**config.mk**
```make
export PLATFORM = sky130hd
export DESIGN_NAME = instr_fetch_unit
export DESIGN_NICKNAME = d
export VERILOG_FILES = /design/src/rtl/fetch_pkg.sv /design/src/rtl/fetch_fifo.sv /design/src/rtl/instr_fetch_unit.sv
export SDC_FILE = /design/constraint.sdc
export NUM_CORES = 1
export LEC_CHECK = 0
export CORE_MARGIN = 2
export CORE_UTILIZATION = 45
export DETAILED_ROUTE_END_ITERATION = 6
export PLACE_DENSITY = 0.88
export SLEW_MARGIN = 20
export SYNTH_ARGS = -nofsm -noshare
export SYNTH_HDL_FRONTEND = slang
export SYNTH_SLANG_ARGS = --single-unit
```
**constraint.sdc**
```tcl
create_clock -name clk_i -period 6.5 [get_ports clk_i]
set_input_delay 0.975 -clock clk_i [delete_from_list [all_inputs] [get_ports clk_i]]
set_output_delay 0.975 -clock clk_i [all_outputs]
set_load 0.01 [all_outputs]
```
**src/rtl/fetch_pkg.sv**
```systemverilog
// Shared types for the fetch stage: queue entry layout, fetch FSM states, instruction size.
package fetch_pkg;

  localparam int INSTR_BYTES = 4;

  typedef struct packed {
    logic [31:0] pc;
    logic [31:0] instr;
    logic        fault;
  } fetch_entry_t;

  typedef enum logic [0:0] {
    RUN  = 1'b0,
    HALT = 1'b1
  } fetch_state_t;

endpackage

```
**src/rtl/fetch_fifo.sv**
```systemverilog
// Fetch queue: an entry pushed in one cycle is at the registered head the next cycle.
// Push and pop together are allowed when full. A synchronous flush empties the queue.
module fetch_fifo
  import fetch_pkg::*;
#(
  parameter int DEPTH = 2
) (
  input  logic         clk,
  input  logic         rst,
  input  logic         flush,
  input  logic         push,
  input  fetch_entry_t push_data,
  input  logic         pop,
  output logic         full,
  output logic         valid,
  output fetch_entry_t head
);

  localparam int PTR_W = $clog2(DEPTH);
  localparam int CNT_W = $clog2(DEPTH + 1);

  fetch_entry_t     mem [DEPTH];
  logic [PTR_W-1:0] wr_ptr;
  logic [PTR_W-1:0] rd_ptr;
  logic [CNT_W-1:0] count;
  logic             pop_eff;

  assign valid   = (count != '0);
  assign full    = (count == CNT_W'(DEPTH));
  assign pop_eff = pop & valid;
  assign head    = mem[rd_ptr];

  always_ff @(posedge clk) begin
    if (rst || flush) begin
      wr_ptr <= '0;
      rd_ptr <= '0;
      count  <= '0;
    end else begin
      if (push) begin
        mem[wr_ptr] <= push_data;
        wr_ptr      <= wr_ptr + 1'b1;
      end
      if (pop_eff) begin
        rd_ptr <= rd_ptr + 1'b1;
      end
      case ({push, pop_eff})
        2'b10:   count <= count + 1'b1;
        2'b01:   count <= count - 1'b1;
        default: count <= count;
      endcase
    end
  end

endmodule

```
**src/rtl/instr_fetch_unit.sv**
```systemverilog
// Fetch stage: owns the PC, queues {pc, word, fault} for decode, flushes on redirect,
// halts after queuing a fault entry for an illegal PC until redirect or reset.
module instr_fetch_unit
  import fetch_pkg::*;
#(
  parameter logic [31:0] RESET_PC        = 32'h0000_0000,
  parameter int          IMEM_SIZE_BYTES = 1024,
  parameter int          FIFO_DEPTH      = 2
) (
  input  logic        clk_i,
  input  logic        rst_i,
  output logic [31:0] imem_addr_o,
  input  logic [31:0] imem_rdata_i,
  input  logic        redirect_i,
  input  logic [31:0] redirect_pc_i,
  output logic        instr_valid_o,
  input  logic        instr_ready_i,
  output logic [31:0] instr_o,
  output logic [31:0] pc_o,
  output logic        fault_o
);

  localparam logic [31:0] LAST_PC = 32'(IMEM_SIZE_BYTES - INSTR_BYTES);

  fetch_state_t state_q, state_d;
  logic [31:0]  pc_q, pc_d;
  logic         pc_legal;
  logic         q_full, q_valid, deq, enq;
  fetch_entry_t enq_entry, head;

  assign pc_legal    = (pc_q[1:0] == 2'b00) && (pc_q <= LAST_PC);
  assign deq         = q_valid & instr_ready_i;
  assign imem_addr_o = pc_q;

  always_ff @(posedge clk_i) begin
    if (rst_i) begin
      state_q <= RUN;
      pc_q    <= RESET_PC;
    end else begin
      state_q <= state_d;
      pc_q    <= pc_d;
    end
  end

  always_comb begin
    state_d = state_q;
    if (redirect_i) begin
      state_d = RUN;
    end else if (enq && !pc_legal) begin
      state_d = HALT;
    end
  end

  always_comb begin
    enq       = (state_q == RUN) && !redirect_i && (!q_full || deq);
    enq_entry = '{pc: pc_q, instr: 32'h0, fault: 1'b1};
    pc_d      = pc_q;
    if (pc_legal) begin
      enq_entry = '{pc: pc_q, instr: imem_rdata_i, fault: 1'b0};
    end
    if (redirect_i) begin
      pc_d = redirect_pc_i;
    end else if (enq && pc_legal) begin
      pc_d = pc_q + 32'(INSTR_BYTES);
    end
  end

  fetch_fifo #(
    .DEPTH(FIFO_DEPTH)
  ) u_fifo (
    .clk      (clk_i),
    .rst      (rst_i),
    .flush    (redirect_i),
    .push     (enq),
    .push_data(enq_entry),
    .pop      (deq),
    .full     (q_full),
    .valid    (q_valid),
    .head     (head)
  );

  // Storage is not reset, so head fields are forced to zero while the queue is empty.
  assign instr_valid_o = q_valid;
  assign instr_o       = q_valid ? head.instr : 32'h0;
  assign pc_o          = q_valid ? head.pc    : 32'h0;
  assign fault_o       = q_valid & head.fault;

endmodule

```
==> results by group <==
Floorplanning
  • Chip height: 129 um
  • Die area: 16800 sq um
  • Initial core utilization: 0.462
  • IO Count: 166
  • Die width: 129 um
  • Placement row count: 45
  • Core area: about 15000 sq um

Worst setup path
  • Reg2reg end: u_fifo.mem[1][16]
  • CP arrival: 3.58 ns
  • Reg2Reg Launch Point: u_fifo.count[0]
  • CP Max Fanout: 47
  • Data required, critical path: between 6 and 7 ns
  • Crit path kind: in -> reg
  • Slowest stage cell on the critical path: nor3b_4
  • CP max stage delay: 0.84 ns
  • CP cell instances: buf_2 -> nor2_1 -> nand2_1 -> nor3b_4 -> buf_4
  • WP buf/inv: 2
  • Worst setup SP type: input port
  • Critical path endpoint category: flop
  • Worst R2R Path Depth: 4
  • Delay-heaviest family, CP: simple AND/OR/NAND/NOR gates
  • R2R Setup Slk: 3.74 ns

STA
  • Final setup fails: 0
  • Worst Tran Pin Value: 1.07 ns
  • Accumulated negative setup slack: 0 ns
  • Final period utilization: 0.542
  • RSZ-0062 raised after global routing: no
  • Final WS setup: ~3 ns
  • Clk_skew: ~0.023 ns
  • Max-slew violation count: 0
  • Fmax: 0.284 GHz
  • Max_slew headroom: 0.284
  • Final Hold Vio Count: 0
  • Clock period minus worst slack: 3.52 ns
  • Hold WS: 0.467 ns

Run
  • Count of maximum capacitance violations: 0

Final layout
  • Commonest non-fill, non-tap cell in the layout: clkdlybuf4s50_1
  • Commonest non-fill, non-tap cells in the layout: 163 x clkdlybuf4s50_1, 130 x edfxtp_1, 98 x nor2_1
  • Final std cells w/o fill: 876
  • Share of cells above drive strength 1: 0.0797
  • # diodes: 0
  • Layout area overhead: 30.9%
  • Final nets: 722

Min path
  • Worst Hold Class: reg -> reg
  • Hold path cells: 1
  • Hold EP: state_q
  • HP Start: state_q

Logic synthesis
  • Mapped Area: 7080 sq um
  • Syn Inst Count: 520
  • Sequential fraction of the synthesis area: 0.659
  • Synth warnings: 0
  • Main combinational cell family by area after synthesis: simple AND/OR/NAND/NOR gates
  • Simple-gate portion of the synthesized area: 0.130
  • Post-synthesis mux area share: 0.127
  • Syn nets: 590
  • Syn avg cell area: approximately 14 sq um
  • Post-Synth Adder-Cell Area: 0.00353
  • Compound-cell area share of the yosys netlist: 0.0193
  • Flops & latches, synth: 168
  • Area share of xor/xnor cells in the synthesized design: 0.00866
  • Netlist cell types: 38

Pwr
  • Max rail drop VDD: 0.000200 V
  • Total power: 0.00238 W
  • Static Leak: 3.04 nW
  • PwrDens: roughly 260 nW/um^2

Placed design
  • GPL Wtd Cong: 0.833
  • Post-Place Worst Slack: 2.48 ns
  • DP Cell Count: ~840
  • HPWL Detailed: just under 10000 um
  • Input/output buffers: 165

Route
  • Vias: around 4400
  • DRC Markers: 0
  • Antenna Nets Post-Route: 0
  • Vias per cell: ~5
  • Final wirelength: 15000 um
  • 1st-iter DRT viols: 248
  • Avg WL per Cell: around 17 um
  • First-pass detailed-route iteration total: 4

Global routing
  • First-pass GRT wire length: 22800 um
  • Tot GR Track Use: 0.182
  • Largest net degree at the start of global routing: 66
  • GRT overflow: 0
  • Vias in the first global route: 4492
  • Initial antenna violation count: 0

CTS
  • Clk root buf: clkbuf_16
  • CTS tree: done
  • Clock-pin slew on the worst setup and hold paths: 0.06 ns
  • CTS-repair resized insts: 0
  • Worst skew pair latency: 0.44 ns
  • Clock sink total: ~170
  • Clock H-tree levels: 4
  • CTS max path bufs: 2
  • Total CTS buffers: 17
  • Hold-fix buffers, CTS: 0
  • Post-CTS setup buffer count: 0

Status
  • Status: completed
## worst max-delay path by stage
stage	startpoint	to	cells after the start	slack, ns
final	redirect_i	u_fifo.mem[1][16]	5	2.98
after global placement	redirect_i	u_fifo.mem[1][22]	5	2.62
after detailed placement	redirect_i	u_fifo.mem[1][15]	5	2.48
after floorplan	redirect_i	u_fifo.mem[0][0]	3	0.15
after CTS	redirect_i	u_fifo.mem[1][44]	5	2.93
after global routing	redirect_i	u_fifo.mem[1][59]	5	2.75
## power by group
group	leakage, nW	switching, W	internal (W)	total [W]
clock	0.262	0.000372	0.000518	0.000890
combinational	1.34	0.000119	0.000141	0.000260
sequential	1.43	0.0000337	0.00120	0.00123
## worst register-to-register path, cell delays in order, from the launching register on
cell,delay (ns)
dfxtp_1,0.44
or3b_1,0.22
nand2_1,0.18
nor3b_4,0.84
buf_4,0.67
## final cells by class
| cell class | count | area, sq um |
|---|---|---|
| Inverter | 7 | 26.3 |
| Tap cell | 211 | 264 |
| Sequential cell | 168 | 4670 |
| Timing Repair Buffer | 171 | 1710 |
| Fill cell | 1155 | 6050 |
| Clock buffer | 25 | 485 |
| Multi-Input combinational cell | 287 | 2070 |
| Clock inverter | 7 | 45.0 |
## registers in the layout (all words and copies together) (netlist names), named ones only
| name | cells |
|---|---|
| u_fifo.count | 2 |
| imem_addr_o | 32 |
| u_fifo.rd_ptr | 1 |
| u_fifo.mem | 130 |
| state_q | 1 |
| u_fifo.wr_ptr | 1 |
## metrics by stage
step | cell area (sq um) | utilization
3_3_place_gp | 8710 | 0.568
3_5_place_dp | 8710 | 0.569
6_report | 9270 | 0.605
5_1_grt | 9270 | 0.605
4_1_cts | 9240 | 0.603
2_1_floorplan | 7090 | -
## synthesized netlist by cell type, drive strengths merged
cell type	instances	area (sq um)
dfxtp	38	761
a21oi	3	15.0
a311oi	1	8.76
buf	43	292
o21ai	3	18.8
a32oi	1	8.76
nand3	1	5.00
a311o	1	10.0
nand4	5	61.3
nand2	8	30.0
o21a	1	7.51
xor2	2	17.5
clkinv	1	3.75
a2111oi	1	15.0
a31oi	2	12.5
ha	2	25.0
inv	6	22.5
a211oi	2	15.0
a32o	1	10.0
nor3b	1	7.51
nor4	6	128
nor3	10	60.1
or3b	1	8.76
xnor2	5	43.8
edfxtp	130	3900
o211ai	2	15.0
and2	34	213
mux2i	90	901
clkbuf	15	56.3
nor2	101	389
and3	3	18.8
## layer usage
layer  global-route usage  vias up  wire, um
met4               0.0879        0       293
met2                0.323      162      7770
met3               0.0421       25       802
li1                     -     2087         -
met1                0.207     2078      6170
met5                    0        -         0
## cells by family (layout without fill, tap and decap cells)
family                     after synthesis  after routing
AOI/OAI and AO/OA                       18             18
xor gates and xnor gates                 7              7
adders and majority gates                2              2
buffers and inverters                   65            210
DFF                                    168            168
muxes                                   90             90
and+or+nand+nor                        170            170
Power figures use the tool's default switching activity.
